**src/rtl/i_fetch_queue.sv**
```systemverilog
// Instruction prefetch queue: fetches bytes from instruction memory into a small FIFO.
// A redirect flushes the queue and restarts fetching at the new target after a bubble.
module i_fetch_queue #(
    parameter int ADDR_WIDTH = 16,
    parameter int FIFO_DEPTH = 4,
    parameter logic [ADDR_WIDTH-1:0] RESET_PC = '0
) (
    input  logic                  clk,
    input  logic                  rst,
    output logic                  i_req,
    output logic [ADDR_WIDTH-1:0] i_addr,
    input  logic                  i_ack,
    input  logic [7:0]            i_rdata,
    input  logic                  redir_valid,
    input  logic [ADDR_WIDTH-1:0] redir_addr,
    output logic                  f_valid,
    output logic [7:0]            f_instr,
    output logic [ADDR_WIDTH-1:0] f_pc,
    input  logic                  f_ready
);

    localparam int PTR_W = (FIFO_DEPTH > 1) ? $clog2(FIFO_DEPTH) : 1;
    localparam int CNT_W = PTR_W + 1;
    localparam logic [CNT_W-1:0] DEPTH_C = CNT_W'(FIFO_DEPTH);

    typedef enum logic [1:0] {
        S_IDLE,
        S_REQ,
        S_BUBBLE
    } state_t;

    state_t               state;
    logic [7:0]           mem_instr [FIFO_DEPTH];
    logic [ADDR_WIDTH-1:0] mem_pc   [FIFO_DEPTH];
    logic [PTR_W-1:0]     wr_ptr;
    logic [PTR_W-1:0]     rd_ptr;
    logic [CNT_W-1:0]     count;
    logic [CNT_W-1:0]     count_next;
    logic                 ack_ok;
    logic                 push;
    logic                 pop;

    // An ack only counts against a live request, and a redirect discards it.
    assign ack_ok  = i_ack & i_req;
    assign push    = ack_ok & ~redir_valid;
    assign f_valid = (count != '0);
    assign pop     = f_valid & f_ready;
    assign f_instr = mem_instr[rd_ptr];
    assign f_pc    = mem_pc[rd_ptr];

    always_comb begin
        count_next = count + CNT_W'(push) - CNT_W'(pop);
    end

    always_ff @(posedge clk) begin
        if (push) begin
            mem_instr[wr_ptr] <= i_rdata;
            mem_pc[wr_ptr]    <= i_addr;
        end
    end

    always_ff @(posedge clk or posedge rst) begin
        if (rst) begin
            state  <= S_BUBBLE;
            i_req  <= 1'b0;
            i_addr <= RESET_PC;
            wr_ptr <= '0;
            rd_ptr <= '0;
            count  <= '0;
        end else if (redir_valid) begin
            state  <= S_BUBBLE;
            i_req  <= 1'b0;
            i_addr <= redir_addr;
            wr_ptr <= '0;
            rd_ptr <= '0;
            count  <= '0;
        end else begin
            count <= count_next;
            if (push) wr_ptr <= wr_ptr + 1'b1;
            if (pop)  rd_ptr <= rd_ptr + 1'b1;
            unique case (state)
                S_BUBBLE: begin
                    state <= S_REQ;
                    i_req <= 1'b1;
                end
                S_IDLE: begin
                    if (count_next < DEPTH_C) begin
                        state <= S_REQ;
                        i_req <= 1'b1;
                    end
                end
                S_REQ: begin
                    if (ack_ok) begin
                        i_addr <= i_addr + 1'b1;
                        if (count_next >= DEPTH_C) begin
                            state <= S_IDLE;
                            i_req <= 1'b0;
                        end
                    end
                end
                default: begin
                    state <= S_BUBBLE;
                    i_req <= 1'b0;
                end
            endcase
        end
    end

endmodule

```
**config.mk**
```make
export PLATFORM = sky130hd
export DESIGN_NAME = i_fetch_queue
export DESIGN_NICKNAME = d
export VERILOG_FILES = /design/src/rtl/i_fetch_queue.sv
export SDC_FILE = /design/constraint.sdc
export NUM_CORES = 1
export LEC_CHECK = 0
export CAP_MARGIN = 20
export CORE_ASPECT_RATIO = 1.75
export CORE_MARGIN = 2
export CORE_UTILIZATION = 55
export DETAILED_ROUTE_END_ITERATION = 12
export GPL_TIMING_DRIVEN = 0
export PLACE_DENSITY = 0.85
export SLEW_MARGIN = 20
export SYNTH_ARGS = -nofsm -noshare
export SYNTH_HDL_FRONTEND = slang
export SYNTH_SLANG_ARGS = --single-unit
export TNS_END_PERCENT = 100
```
**constraint.sdc**
```tcl
create_clock -name clk -period 4.2 [get_ports clk]
set_input_delay 0.42 -clock clk [delete_from_list [all_inputs] [get_ports clk]]
set_output_delay 0.42 -clock clk [all_outputs]
set_load 0.02 [all_outputs]
```
==> impl_metrics.toml <==
[cells_and_area]
drive_gt1_share_pct = 15.8
num-fill-cells = 553
final_nets = 403
syn2layout_area_growth_pct = 28.0
fin_util_pct = 72.3
antennaDiodeCount = 0

[clock_network]
cts_buffers = 17
cts.repair.resized = 0
postCtsSetupBuffers = 0
clk_latency_ns = 0.40
cts-root-buf = "clkbuf_16"
hold_buffers = 0
cts_sinks = 121
tritoncts = "done"
cts_buffer_depth = 2
h-tree-depth = 4
path_clk_slew_ns = 0.05

[critical_path]
rr_endpoint = "state[0]"
path_max_fanout = 10
reg2reg_slack_ns = 1.72
start_kind = "flip-flop"
critical_path_class = "reg -> out"
cp.required_ns = 3.78
cp-end-kind = "output pin"
ff2ff_path_depth = 12
r2r_start = "state[0]"
arrival_ns = 2.62

[synth]
syn-cell-area_um2 = 4900
avgSynthCellArea_um2 = 17.7
ys_top_cells_by_count = "edfxtp_1 (96), dfrtp_1 (24), mux4_2 (24), nand2_1 (17)"
ys_warn_count = 0
synth_cells = 277
synth.area.top_cells = "edfxtp_1 (59%), dfrtp_1 (12%), mux4_2 (11%)"
yosysMostFrequentCell = "edfxtp_1"
syn_nets = 314
ys_ff_latch = 121
yosysSeqAreaShare_pct = 71.7
synth_flop_cell = "edfxtp_1"
synth-edff-count = 96
synth_largest_area_cell = "edfxtp_1"
async_flop_share_pct = 20.7
synth_cell_types = 42
synth_top_area_share_pct = 58.9

[routing]
drc = 0
wl_per_cell_um = 19.4
firstDrtPassIters = 4
first_iter_violations = 160
routed_wirelength_mm = 9.64
ant_nets = 0
vias_per_cell = 5.68
vias = 2818

[sta]
fin_ws_ns = 1.16
worst_pin_slew_ns = 0.964
period_minus_slack_ns = 3.04
relSlewSlack_pct = 35.4
finalSetupTns_ns = 0
fin_worst_skew_ns = 0.00391
finalHoldViolCount = 0
setup_viol = 0
drv_slew = 0
max_freq_mhz = 329
rsz0062_at_grt = "false"
post-route-period-util_pct = 72.3

[global_route]
track_usage_pct = 22.4
antenna_found_initial = 0
gr-total-overflow = 0
grt_start_max_net_pins = 26
first_global_vias = 3013
grt_pass1_wl_mm = 15.3

[die]
die_w_um = 75.3
start_util_pct = 56.5
coreArea_um2 = 8670
rows = 45
dieArea_um2 = 9700
die_y_um = 129
io_pins = 71

[place]
dp_hpwl_mm = 5.89
place_ws_ns = 1.16
gp_congestion = 0.810
port_buffers = 70

[min_path]
worstHoldPathType = "in -> async"

[power]
leakagePower_nw = 2.17
p_per_area_nw_per_um2 = 566
ir_drop_mv = 0.378

[run]
max-cap-violations = 0

[run_status]
status = "completed"
[worst max-delay path: stages, from the launching register on]
cell and delay, ns:
dfrtp_1 0.32, clkbuf_1 0.33, clkbuf_1 0.56, mux4_2 0.41, clkdlybuf4s50_1 0.59
[state kept, by name, summed over array words and instances (netlist names)]
name and flops:
count 3, i_addr 16, mem_instr 32, mem_pc 64, rd_ptr 2, state 2, wr_ptr 2
[per-stage QoR]
stage / power [mW] / hold slack (ns) / instances / area (µm²)
6_report: 3.55 / 0.427 / 496 / 6270
4_1_cts: 3.58 / 0.568 / 496 / 6270
3_5_place_dp: 2.30 / 0.560 / 464 / 5750
3_3_place_gp: 2.27 / 0.521 / 464 / 5740
2_1_floorplan: 1.96 / 0.447 / 277 / 4900
5_1_grt: 3.69 / 0.492 / 496 / 6270
[routing by layer]
| metal | global-route usage, % | wire length [µm] | vias up | part of all wire [%] |
|---|---|---|---|---|
| met2 | 35.7 | 5240 | 112 | 54 |
| met5 | 0 | 0 | - | 0 |
| met3 | 7.67 | 544 | 27 | 5.6 |
| met1 | 25.9 | 3530 | 1423 | 37 |
| li1 | - | - | 1256 | - |
| met4 | 13.0 | 335 | 0 | 3.5 |
[logic make-up (layout without fill, tap and decap cells)]
kind of cell	Yosys count	after routing	synth area share, %
multiplexers	25	25	11.2
adder cells (fa/ha/maj)	8	8	2.20
flip-flops	121	121	71.7
AO/OA/AOI/OAI	24	24	3.24
AND/OR/NAND/NOR	65	65	7.56
buffers and inverters	21	123	1.76
XOR/XNOR	13	13	2.33
[area by class of cell]
class | instances | area [µm²] | area share (%)
Buffer | 12 | 52.6 | 0.838
Inverter | 9 | 33.8 | 0.539
Clock inverter | 6 | 51.3 | 0.818
Sequential cell | 121 | 3510 | 56.0
Timing Repair Buffer | 70 | 701 | 11.2
Tap cell | 117 | 146 | 2.33
Multi-Input combinational cell | 135 | 1310 | 20.8
Clock buffer | 26 | 469 | 7.48
[how the worst max path moves through the flow]
stage / from / endpoint / slack (ns)
final: rd_ptr[1] / f_pc[8] / 1.16
after global routing: rd_ptr[1] / f_pc[8] / 1.04
after CTS: rd_ptr[1] / f_pc[8] / 1.11
after detailed placement: redir_valid / state[0] / 1.16
after global placement: redir_valid / state[0] / 1.24
after floorplan: state[0] / state[0] / 1.87
[where the power goes]
part           switching, mW  internal (mW)
Clock                  0.458          0.819
Sequential            0.0663           1.38
Combinational          0.406          0.423
[placed cells by master, fill, tap and decap left out, types with 2 or more instances in the layout]
cell type,netlist,final
buf_2,3,3
or3_1,3,3
clkinv_2,0,2
clkbuf_1,7,15
a31oi_1,2,2
xnor2_1,6,6
clkinv_1,0,4
clkbuf_16,0,17
inv_1,9,8
nand2b_1,3,3
nand3_1,5,5
nor2_1,11,11
clkdlybuf4s50_1,0,70
dfrtp_1,24,24
nand2_1,17,17
o31a_1,7,7
edfxtp_1,96,96
ha_1,7,7
xor2_1,7,7
nand4_1,3,3
o21ai_0,11,11
nor4_1,4,4
mux4_2,24,24
and2_2,0,4
nor2b_1,2,2
(Power assumes the default switching activity.)
